`src/rtl/pid_sched_if.sv`:
```
// pid_sched_if: heading-sample and wheel-speed bundle for the heading PID block.
//   master (heading source / test driver):
//     out moving, hdng_vld, dsrd_hdng[11:0], actl_hdng[11:0], frwrd_spd[10:0]
//     in  lft_spd[11:0], rght_spd[11:0], busy, pid_vld
//   slave (pid_sched): the same signals with the directions reversed.
interface pid_sched_if;
  logic               moving;
  logic               hdng_vld;
  logic signed [11:0] dsrd_hdng;
  logic signed [11:0] actl_hdng;
  logic        [10:0] frwrd_spd;
  logic signed [11:0] lft_spd;
  logic signed [11:0] rght_spd;
  logic               busy;
  logic               pid_vld;

  modport master (
    output moving, hdng_vld, dsrd_hdng, actl_hdng, frwrd_spd,
    input  lft_spd, rght_spd, busy, pid_vld
  );

  modport slave (
    input  moving, hdng_vld, dsrd_hdng, actl_hdng, frwrd_spd,
    output lft_spd, rght_spd, busy, pid_vld
  );
endinterface

```
`src/rtl/pid_sched.sv`:
```
// pid_sched: sequenced heading PID controller with one shared 10x5 signed
// multiplier. A heading strobe in IDLE walks ERR -> MUL_P -> MUL_D -> SUM and
// the summed, scaled correction is added to / subtracted from the forward
// speed to give registered left/right wheel speeds.
// Ports:
//   clk    in  system clock, rising edge
//   rst_n  in  synchronous active-low reset
//   bus    pid_sched_if.slave: moving, hdng_vld, dsrd_hdng, actl_hdng,
//          frwrd_spd in; lft_spd, rght_spd, busy, pid_vld out
module pid_sched #(
  parameter logic signed [4:0] P_COEFF = 5'sh03,
  parameter logic signed [4:0] D_COEFF = 5'sh0E
) (
  input  logic        clk,
  input  logic        rst_n,
  pid_sched_if.slave  bus
);

  typedef enum logic [2:0] {IDLE, ERR, MUL_P, MUL_D, SUM} state_t;

  state_t state_q, state_d;

  logic               busy_q, busy_d;
  logic               pid_vld_q, pid_vld_d;
  // prev_err_q is written with err_sat in ERR, so during MUL_P it also
  // serves as the registered err_sat operand.
  logic signed [9:0]  prev_err_q, prev_err_d;
  logic signed [7:0]  diff_q, diff_d;
  logic signed [15:0] integ_q, integ_d;
  logic signed [13:0] p_term_q, p_term_d;
  logic signed [12:0] d_term_q, d_term_d;
  logic signed [11:0] lft_q, lft_d;
  logic signed [11:0] rght_q, rght_d;

  logic signed [11:0] err_c;
  logic signed [9:0]  err_sat_c;
  logic signed [10:0] err_ext_c, prev_ext_c;
  logic signed [7:0]  diff_c;
  logic signed [15:0] integ_add_c, integ_sum_c;
  logic               integ_ovf_c;
  logic signed [9:0]  mul_a_c;
  logic signed [4:0]  mul_b_c;
  logic signed [14:0] prod_c;
  logic               prod_unused;
  logic signed [11:0] i_term_c;
  logic signed [13:0] pid_sum_c;
  logic signed [10:0] pid_c;
  logic signed [12:0] fwd_c, pid_ext_c, lft_sum_c, rght_sum_c;

  function automatic logic signed [9:0] sat10(input logic signed [11:0] v);
    if (v > 12'sd511)       return 10'sd511;
    else if (v < -12'sd512) return -10'sd512;
    else                    return v[9:0];
  endfunction

  function automatic logic signed [7:0] sat8(input logic signed [10:0] v);
    if (v > 11'sd127)       return 8'sd127;
    else if (v < -11'sd128) return -8'sd128;
    else                    return v[7:0];
  endfunction

  function automatic logic signed [11:0] sat12(input logic signed [12:0] v);
    if (v > 13'sd2047)       return 12'sd2047;
    else if (v < -13'sd2048) return -12'sd2048;
    else                     return v[11:0];
  endfunction

  // ---- FSM next state: only IDLE waits; strobes elsewhere are dropped ----
  always_comb begin
    state_d = state_q;
    case (state_q)
      IDLE:    if (bus.hdng_vld) state_d = ERR;
      ERR:     state_d = MUL_P;
      MUL_P:   state_d = MUL_D;
      MUL_D:   state_d = SUM;
      SUM:     state_d = IDLE;
      default: state_d = IDLE;
    endcase
  end

  // ---- Error, derivative and integrator arithmetic ----
  always_comb begin
    err_c       = bus.actl_hdng - bus.dsrd_hdng;
    err_sat_c   = sat10(err_c);
    err_ext_c   = {err_sat_c[9], err_sat_c};
    prev_ext_c  = {prev_err_q[9], prev_err_q};
    diff_c      = sat8(err_ext_c - prev_ext_c);
    integ_add_c = {{6{err_sat_c[9]}}, err_sat_c};
    integ_sum_c = integ_q + integ_add_c;
    // Same-sign operands with a flipped result sign: keep the old value.
    integ_ovf_c = (integ_q[15] == integ_add_c[15]) &&
                  (integ_sum_c[15] != integ_q[15]);
  end

  // ---- Shared multiplier: operands selected by state ----
  always_comb begin
    if (state_q == MUL_D) begin
      mul_a_c = {{2{diff_q[7]}}, diff_q};
      mul_b_c = D_COEFF;
    end else begin
      mul_a_c = prev_err_q;
      mul_b_c = P_COEFF;
    end
    prod_c      = $signed({{5{mul_a_c[9]}}, mul_a_c}) *
                  $signed({{10{mul_b_c[4]}}, mul_b_c});
    prod_unused = prod_c[14];
  end

  // ---- Term sum, scaling and speed mix ----
  always_comb begin
    i_term_c   = integ_q[15:4];
    pid_sum_c  = p_term_q + {{2{i_term_c[11]}}, i_term_c} +
                 {d_term_q[12], d_term_q};
    // Dropping the low three bits of the signed sum is the >>> 3.
    pid_c      = pid_sum_c[13:3];
    fwd_c      = {2'b00, bus.frwrd_spd};
    pid_ext_c  = {{2{pid_c[10]}}, pid_c};
    lft_sum_c  = fwd_c + pid_ext_c;
    rght_sum_c = fwd_c - pid_ext_c;
  end

  // ---- Register next-state values ----
  always_comb begin
    busy_d     = (state_d != IDLE);
    pid_vld_d  = (state_d == SUM);
    prev_err_d = prev_err_q;
    diff_d     = diff_q;
    integ_d    = integ_q;
    p_term_d   = p_term_q;
    d_term_d   = d_term_q;
    lft_d      = lft_q;
    rght_d     = rght_q;
    case (state_q)
      ERR: begin
        prev_err_d = err_sat_c;
        diff_d     = diff_c;
        if (!integ_ovf_c) integ_d = integ_sum_c;
      end
      MUL_P: p_term_d = prod_c[13:0];
      MUL_D: d_term_d = prod_c[12:0];
      SUM: begin
        if (bus.moving) begin
          lft_d  = sat12(lft_sum_c);
          rght_d = sat12(rght_sum_c);
        end else begin
          lft_d  = '0;
          rght_d = '0;
        end
      end
      default: ;
    endcase
    // A stopped robot must not wind up the integrator, whatever the state.
    if (!bus.moving) integ_d = '0;
  end

  always_ff @(posedge clk) begin
    if (!rst_n) begin
      state_q    <= IDLE;
      busy_q     <= 1'b0;
      pid_vld_q  <= 1'b0;
      prev_err_q <= '0;
      diff_q     <= '0;
      integ_q    <= '0;
      p_term_q   <= '0;
      d_term_q   <= '0;
      lft_q      <= '0;
      rght_q     <= '0;
    end else begin
      state_q    <= state_d;
      busy_q     <= busy_d;
      pid_vld_q  <= pid_vld_d;
      prev_err_q <= prev_err_d;
      diff_q     <= diff_d;
      integ_q    <= integ_d;
      p_term_q   <= p_term_d;
      d_term_q   <= d_term_d;
      lft_q      <= lft_d;
      rght_q     <= rght_d;
    end
  end

  assign bus.lft_spd  = lft_q;
  assign bus.rght_spd = rght_q;
  assign bus.busy     = busy_q;
  assign bus.pid_vld  = pid_vld_q;

endmodule
```
`src/flat_wrapper.sv`:
```
// flat-port wrapper written by rule: the top's interface ports become plain ports
module pid_sched_flat 
#(
  parameter logic signed [4:0] P_COEFF = 5'sh03,
  parameter logic signed [4:0] D_COEFF = 5'sh0E
)
  (clk, rst_n, bus_moving, bus_hdng_vld, bus_dsrd_hdng, bus_actl_hdng, bus_frwrd_spd, bus_lft_spd, bus_rght_spd, bus_busy, bus_pid_vld);
  pid_sched_if bus_i ();
  input  logic clk;
  input  logic rst_n;
  input wire logic [$bits(bus_i.moving)-1:0] bus_moving;
  input wire logic [$bits(bus_i.hdng_vld)-1:0] bus_hdng_vld;
  input wire logic [$bits(bus_i.dsrd_hdng)-1:0] bus_dsrd_hdng;
  input wire logic [$bits(bus_i.actl_hdng)-1:0] bus_actl_hdng;
  input wire logic [$bits(bus_i.frwrd_spd)-1:0] bus_frwrd_spd;
  output wire logic [$bits(bus_i.lft_spd)-1:0] bus_lft_spd;
  output wire logic [$bits(bus_i.rght_spd)-1:0] bus_rght_spd;
  output wire logic [$bits(bus_i.busy)-1:0] bus_busy;
  output wire logic [$bits(bus_i.pid_vld)-1:0] bus_pid_vld;
  assign bus_i.moving = bus_moving;
  assign bus_i.hdng_vld = bus_hdng_vld;
  assign bus_i.dsrd_hdng = bus_dsrd_hdng;
  assign bus_i.actl_hdng = bus_actl_hdng;
  assign bus_i.frwrd_spd = bus_frwrd_spd;
  assign bus_lft_spd = bus_i.lft_spd;
  assign bus_rght_spd = bus_i.rght_spd;
  assign bus_busy = bus_i.busy;
  assign bus_pid_vld = bus_i.pid_vld;
  pid_sched #(.P_COEFF(P_COEFF), .D_COEFF(D_COEFF)) u_core (.clk(clk), .rst_n(rst_n), .bus(bus_i));
endmodule
```
`config.mk`:
```
export PLATFORM = sky130hd
export DESIGN_NAME = pid_sched_flat
export DESIGN_NICKNAME = d
export VERILOG_FILES = /design/src/rtl/pid_sched_if.sv /design/src/rtl/pid_sched.sv /design/src/flat_wrapper.sv
export SDC_FILE = /design/constraint.sdc
export NUM_CORES = 1
export LEC_CHECK = 0
export CAP_MARGIN = 20
export CORE_ASPECT_RATIO = 0.75
export CORE_MARGIN = 1
export CORE_UTILIZATION = 54
export DETAILED_ROUTE_END_ITERATION = 7
export HOLD_SLACK_MARGIN = 0.08
export PLACE_DENSITY = 0.74
export REMOVE_ABC_BUFFERS = 1
export SETUP_SLACK_MARGIN = 0.05
export SLEW_MARGIN = 20
export SYNTH_ARGS = -nofsm -noshare
export SYNTH_HDL_FRONTEND = slang
export SYNTH_SLANG_ARGS = --single-unit
export TNS_END_PERCENT = 5
```
`constraint.sdc`:
```
create_clock -name clk -period 4.98 [get_ports clk]
set_input_delay 0.996 -clock clk [delete_from_list [all_inputs] [get_ports clk]]
set_output_delay 0.996 -clock clk [all_outputs]
set_load 0.005 [all_outputs]
```
# After elaboration in Yosys (flattened, before gate mapping)

Index checks and enable logic that the tools add are counted.

Output and inout port bits: 26
Latch bits: 0
Register bits: 90
Bits of input ports: 39
Memories kept: 0
Bits in read-only memories: 0
Bits in writable memories: 0

Reductions and logical operators: 5
Magnitude comparators: 8
Equality and inequality tests: 7
Bitwise logic cells: 1
$mul: 1
Shift-type cells: 0
$add $sub $neg: 7
Multiplexer cells: 14
Div/mod/pow operators: 0

Operators by type and width:

| kind                                                                           | number |
|---|---|
| 12-bit 2-to-1 mux                                                              | 6 |
| 10-bit 2-to-1 mux                                                              | 3 |
| 14-bit adder                                                                   | 2 |
| 13-bit by 12-bit > comparator with 1-bit output, second input constant         | 2 |
| 13-bit by 12-bit less-than comparator with 1-bit output, second input constant | 2 |
| 16-bit by 10-bit adder with 16-bit output                                      | 1 |
| 8-bit 2-to-1 mux                                                               | 2 |
| 10-bit by 5-bit multiplier with 14-bit output                                  | 1 |
| 12-bit by 11-bit adder with 13-bit output                                      | 1 |
| 12-bit by 11-bit subtractor with 13-bit output                                 | 1 |
| 12-bit by 10-bit > comparator with 1-bit output, second input constant         | 1 |
| 12-bit by 10-bit less-than comparator with 1-bit output, second input constant | 1 |
| 3-bit one-hot mux with 4 select lines                                          | 1 |
| 12-bit subtractor                                                              | 1 |
| 11-bit by 8-bit > comparator with 1-bit output, second input constant          | 1 |
| 11-bit by 8-bit less-than comparator with 1-bit output, second input constant  | 1 |
| 10-bit by 10-bit subtractor with 11-bit output                                 | 1 |
| 3-bit by 2-bit equality test with 1-bit output, second input constant          | 2 |
| 3-bit equality test, second input constant                                     | 2 |
| 4-bit 2-to-1 mux                                                               | 1 |
| 2-bit AND reduction                                                            | 2 |
| 3-bit by 1-bit equality test with 1-bit output, second input constant          | 1 |
| 3-bit logical NOT                                                              | 1 |
| 3-bit 2-to-1 mux                                                               | 1 |
| 5 further kinds                                                                | 5 |

# Depth between registers and ports, before layout

Depth after elaboration: 9
Gate-level depth with buffers: 24
Mapped depth without buffers: 24

# Least setup slack after synthesis

No wires, ideal clock.

Path type: in2reg
Start point: input bus_actl_hdng[0]
End point: register u_core.diff_q[6]
Data arrival time: 5.153 ns
Setup time: 0.125 ns
Slack: -0.298 ns
Stages: 24
Required time: 4.855 ns
Buffers on the path: 0
Path through: inv_1 ha_1 inv_1 fa_1 a21o_1 a211oi_1 o21ai_1 o211ai_1 o211ai_1 o21a_2 nand2b_1 nand2b_1 ha_1 inv_1 fa_1 a21o_1 a2111o_1 a21o_1 a21oi_4 nand2b_1 a21oi_1 and3_1 nor2_1 a21oi_1

Word-level cells in the longest chain between the ends: 8
Elaborated cells on any way between the ends: 10
Classes of those cells: 2 x add/sub; 4 x order compare; 4 x mux

Ends and longest elaborated chain:

| element                                                 | RTL line           | text |
|---|---|---|
| start: declaration                                      | flat_wrapper.sv:14 | `input wire logic [$bits(bus_i.actl_hdng)-1:0] bus_actl_hdng;` |
| 12-bit subtractor *                                     | pid_sched.sv:83    | `err_c = bus.actl_hdng - bus.dsrd_hdng;` |
| 12-bit by 10-bit less-than comparator with 1-bit output | pid_sched.sv:52    | `else if (v < -12'sd512) return -10'sd512;` |
| 10-bit 2-to-1 mux                                       | pid_sched.sv:52    |  |
| 10-bit 2-to-1 mux *                                     | pid_sched.sv:51    | `if (v > 12'sd511) return 10'sd511;` |
| 10-bit by 10-bit subtractor with 11-bit output *        | pid_sched.sv:87    | `diff_c = sat8(err_ext_c - prev_ext_c);` |
| 11-bit by 8-bit less-than comparator with 1-bit output  | pid_sched.sv:58    | `else if (v < -11'sd128) return -8'sd128;` |
| 8-bit 2-to-1 mux                                        | pid_sched.sv:58    |  |
| 8-bit 2-to-1 mux *                                      | pid_sched.sv:57    | `if (v > 11'sd127) return 8'sd127;` |
| end signal: assignment                                  | pid_sched.sv:173   | `diff_q <= diff_d;` |
| end: declaration                                        | pid_sched.sv:28    | `logic signed [7:0] diff_q, diff_d;` |

Mark *: on every way between the ends. The rest lies on a longest branch, timed or not.
A chain may end at the register's enable or synchronous reset.

# Worst setup path after layout

Start point: input bus_dsrd_hdng[1]
End point: register u_core.diff_q[2]

Word-level cells in the longest chain between the ends: 8
Elaborated cells on any way between the ends: 10
Classes of those cells: 2 x add/sub; 4 x order compare; 4 x mux

Ends and longest elaborated chain:

| element                                                 | RTL line           | text |
|---|---|---|
| start: declaration                                      | flat_wrapper.sv:13 | `input wire logic [$bits(bus_i.dsrd_hdng)-1:0] bus_dsrd_hdng;` |
| 12-bit subtractor *                                     | pid_sched.sv:83    |  |
| 12-bit by 10-bit less-than comparator with 1-bit output | pid_sched.sv:52    |  |
| 10-bit 2-to-1 mux                                       | pid_sched.sv:52    |  |
| 10-bit 2-to-1 mux *                                     | pid_sched.sv:51    |  |
| 10-bit by 10-bit subtractor with 11-bit output *        | pid_sched.sv:87    |  |
| 11-bit by 8-bit less-than comparator with 1-bit output  | pid_sched.sv:58    |  |
| 8-bit 2-to-1 mux                                        | pid_sched.sv:58    |  |
| 8-bit 2-to-1 mux *                                      | pid_sched.sv:57    |  |

Marks and branches as above.

==> flow_metrics.env <==
export IMPL_finalWorstSetupSlack_ns=-0.268
export IMPL_critPathKind="in -> reg"
export IMPL_ys_ff_latch=90
export IMPL_status="finished with violations"
export IMPL_path_cells="dlygate4sd2_1 -> inv_2 -> fa_2 -> a21o_1 -> a211oi_2 -> o21ai_1 -> o211ai_1 -> o211ai_1 -> buf_4 -> a21oi_4 -> nand2b_4 -> ha_4 -> inv_2 -> fa_2 -> a21o_1 -> a2111o_1 -> a21o_1 -> a21oi_4 -> buf_4 -> o211ai_1 -> and3_4 -> nor2_2 -> a21oi_1"
export IMPL_hold_viol_final=0
export IMPL_wl_met1_um=11200
export IMPL_gp_congestion=0.872
export IMPL_initial_core_util=0.558
export IMPL_skew_ns=0.0130
export IMPL_clk_latency_ns=0.36
export IMPL_rows=38
export IMPL_utilization=0.736
export IMPL_worst_ep_arrival_time_ns=5.48
export IMPL_antenna_found_initial=0
export IMPL_worst_path_stages=23
export IMPL_postSynthAreaPerCell_um2=8.13
export IMPL_cts_root_buf="clkbuf_16"
export IMPL_clock_sinks=90
export IMPL_grt_max_degree=28
export IMPL_rsz0062_at_grt="yes"
export IMPL_stdcell_area_um2=10700
export IMPL_io_pins=65
export IMPL_final_cell_count_no_fill=1380
export IMPL_drt_initial_drc_count=713
export IMPL_die_w_um=144
export IMPL_drv_cap=0
export IMPL_dieArea_um2=15600
export IMPL_end_kind="flip-flop"
export IMPL_dr_pass1_iters=7
export IMPL_hold_buffers=0
export IMPL_setup_tns_ns=-2.90
export IMPL_min_from="u_core.prev_err_q[2]"
export IMPL_drc=0
export IMPL_yosysSeqAreaShare=0.221
export IMPL_setup_viol=22
export IMPL_worstPathRequired_ns=5.21
export IMPL_grt_first_pass_wirelength_um=36700
export IMPL_via_count=7870
export IMPL_synth_edf_count=0
export IMPL_htree_levels=3
export IMPL_holdWs_ns=0.449
export IMPL_cts_inserted_buffers=9
export IMPL_placed_cell_area_um2=9770
export IMPL_die_h_um=108
export IMPL_slew_headroom=0.454
export IMPL_ys_types=77
export IMPL_hp_class="reg -> reg"
export IMPL_rr_endpoint="u_core.bus.rght_spd[6]"
export IMPL_p_per_area_nw_per_um2=311
export IMPL_clk_pin_slew_ns=0.06
export IMPL_routed_wirelength_um=22900
export IMPL_clockBufferDepth=2
export IMPL_via_per_inst=5.70
export IMPL_peakVddDrop_v=0.000265
export IMPL_synth_adder_area_share=0.237
export IMPL_violations="negative setup slack"
export IMPL_dpl_worst_slack_ns=-0.992
export IMPL_n_fill_cell=1089
export IMPL_power_total_mw=3.33
export IMPL_grt_overflow=0
export IMPL_grt_pass1_vias=7509
export IMPL_syn_area_um2=8140
export IMPL_cts_tree="built"
export IMPL_cp_max_fo=5
export IMPL_hold_path_depth=2
export IMPL_path_buf_inv=5
export IMPL_grt_usage=0.303
export IMPL_nNetsFinal=1347
export IMPL_hold_path_end="u_core.prev_err_q[2]"
export IMPL_core_area_um2=14600
export IMPL_min_period_ns=5.25
export IMPL_fin_crit_sh=1.05
export IMPL_dp_cells=1348
export IMPL_synth_warnings=0
export IMPL_syn_inst=1002
export IMPL_route_met3_wl_um=1540
export IMPL_rrSetupSlack_ns=0.28
export IMPL_syn2layout_area_growth_pct=31.9
export IMPL_synth_compound_area_share=0.231
export IMPL_antenna_cells=0
export IMPL_synth_top_family_by_area="adder cells"
export IMPL_synth_xor_area_share=0.0764
export IMPL_dp_hpwl_um=16700
export IMPL_synth_simple_area_share=0.170
export IMPL_maxSlewViolCount=0
export IMPL_muxShareOfSynthArea=0.00737
export IMPL_critPathTopFamily="compound AO/OA/AOI/OAI gates"
export IMPL_slowest_delay_ns=0.40
export IMPL_startpoint_type="input pin"
export IMPL_routedWlPerCell_um=16.6
export IMPL_top_layer="met4"
export IMPL_synthArstFlopShare=0
export IMPL_power_leakage_nw=4.82
export IMPL_antenna_left=0
export IMPL_worstRegToRegCells=21
export IMPL_slowest_stage="a2111o_1"
export IMPL_drive_gt1_frac=0.222
export IMPL_worst_pin_slew_ns=0.817
export IMPL_r2r_start="u_core.d_term_q[3]"
export IMPL_wl_met2_um=9920
export IMPL_io_buffers=64
export IMPL_fmax_mhz=191
export IMPL_synth_main_ff_cell="dfxtp_1"
[power by group]
part | switching (mW) | internal (mW)
sequential | 0.0324 | 0.757
combinational | 0.930 | 0.852
clock | 0.307 | 0.455
[placed cells by master, fill, tap and decap left out, drive strengths merged, types with 9 or more instances in the layout]
cell type      synthesis  final
a21o                  20     20
o21ai                 58     58
inv                   87     88
xnor2                 54     54
nand2                107    107
fa                    34     34
o211ai                 9      9
clkdlybuf4s50          0     57
o21a                  17     17
ha                    99     99
and2                  10     10
clkbuf                23     10
nor2b                 12     12
nor3                  13     13
a31oi                 15     15
nand2b                12     12
a21oi                 91     91
xor2                  17     17
a211oi                16     16
buf                    9    132
nand3                 24     24
o22ai                 11     11
nor2                  84     84
dfxtp                 90     90
[worst reg2reg max path: stages, from the launching register on]
cell and delay [ns]:
dfxtp_1 0.33, fa_1 0.47, ha_1 0.32, a21oi_1 0.16, nor2b_1 0.06, a311o_1 0.36
o21ai_2 0.23, o21ba_2 0.17, o21bai_1 0.07, xor2_1 0.21, ha_1 0.28, nand2b_1 0.10
a21oi_2 0.08, or4_1 0.56, a21oi_2 0.22, buf_4 0.14, nor3_1 0.06, a21boi_1 0.14
o21bai_1 0.17, buf_4 0.22, nand3_1 0.09, a31oi_1 0.19
[state kept, by name (all words and copies together), names as in the netlist]
signal and flops:
u_core.d_term_q 13, u_core.diff_q 8, u_core.p_term_q 14, u_core.prev_err_q 10
u_core.integ_q 16, u_core.bus.rght_spd 12, u_core.bus.lft_spd 12, u_core.bus.pid_vld 1
u_core.bus.busy 1, u_core.state_q 3
[cell type report]
| class | count | area (µm²) | share of cell area |
|---|---|---|---|
| multi-input cells | 793 | 6390 | 0.595 |
| well taps | 200 | 250 | 0.0233 |
| flip-flops and latches | 90 | 1800 | 0.168 |
| clock inverters | 6 | 88.8 | 0.00827 |
| inverters | 87 | 329 | 0.0306 |
| repair buffers | 194 | 1640 | 0.152 |
| clock buffers | 10 | 239 | 0.0223 |
[synthesized netlist by cell type, drive strengths merged (12+ instances only)]
| master | number | area share |
|---|---|---|
| nand2 | 107 | 0.049 |
| xnor2 | 54 | 0.058 |
| fa | 34 | 0.084 |
| inv | 87 | 0.040 |
| nand3 | 24 | 0.015 |
| nand2b | 12 | 0.0092 |
| o21a | 17 | 0.016 |
| nor2 | 84 | 0.039 |
| ha | 99 | 0.15 |
| a21o | 20 | 0.018 |
| clkbuf | 23 | 0.011 |
| xor2 | 17 | 0.018 |
| nor2b | 12 | 0.010 |
| a211oi | 16 | 0.016 |
| o21ai | 58 | 0.036 |
| nor3 | 13 | 0.0080 |
| a31oi | 15 | 0.013 |
| dfxtp | 90 | 0.22 |
| a21oi | 91 | 0.059 |
[how the worst max path moves through the flow]
stage | start | to | slack, ns
6_report | bus_dsrd_hdng[1] | u_core.diff_q[2] | -0.27
5_1_grt | bus_actl_hdng[0] | u_core.diff_q[0] | -0.47
4_1_cts | bus_dsrd_hdng[8] | u_core.diff_q[6] | 0.05
3_5_place_dp | bus_dsrd_hdng[0] | u_core.diff_q[6] | -0.99
3_3_place_gp | bus_dsrd_hdng[0] | u_core.diff_q[6] | -0.83
2_1_floorplan | bus_actl_hdng[0] | u_core.diff_q[6] | -0.30
[metal layers]
layer  GRT usage  up-vias
li1            -     3822
met1       0.430     3758
met2       0.467      268
met3      0.0647       22
met4      0.0699        0
met5           0        -
[logic make-up (layout without fill, tap and decap cells)]
| family | count (synthesis) | after routing |
|---|---|---|
| compound gates | 283 | 283 |
| fa+ha+maj | 134 | 134 |
| mux | 6 | 6 |
| buf+inv | 119 | 297 |
| flops | 90 | 90 |
| simple gates | 299 | 299 |
| xor+xnor | 71 | 71 |
[repair_timing]
item	CTS	global route
gates cloned	0	0
gates resized for setup	83	37
buffers inserted	11	5
pin swaps	44	30
endpoints found under the setup margin	24	44
Note: power is estimated with default switching activity, not from simulation.
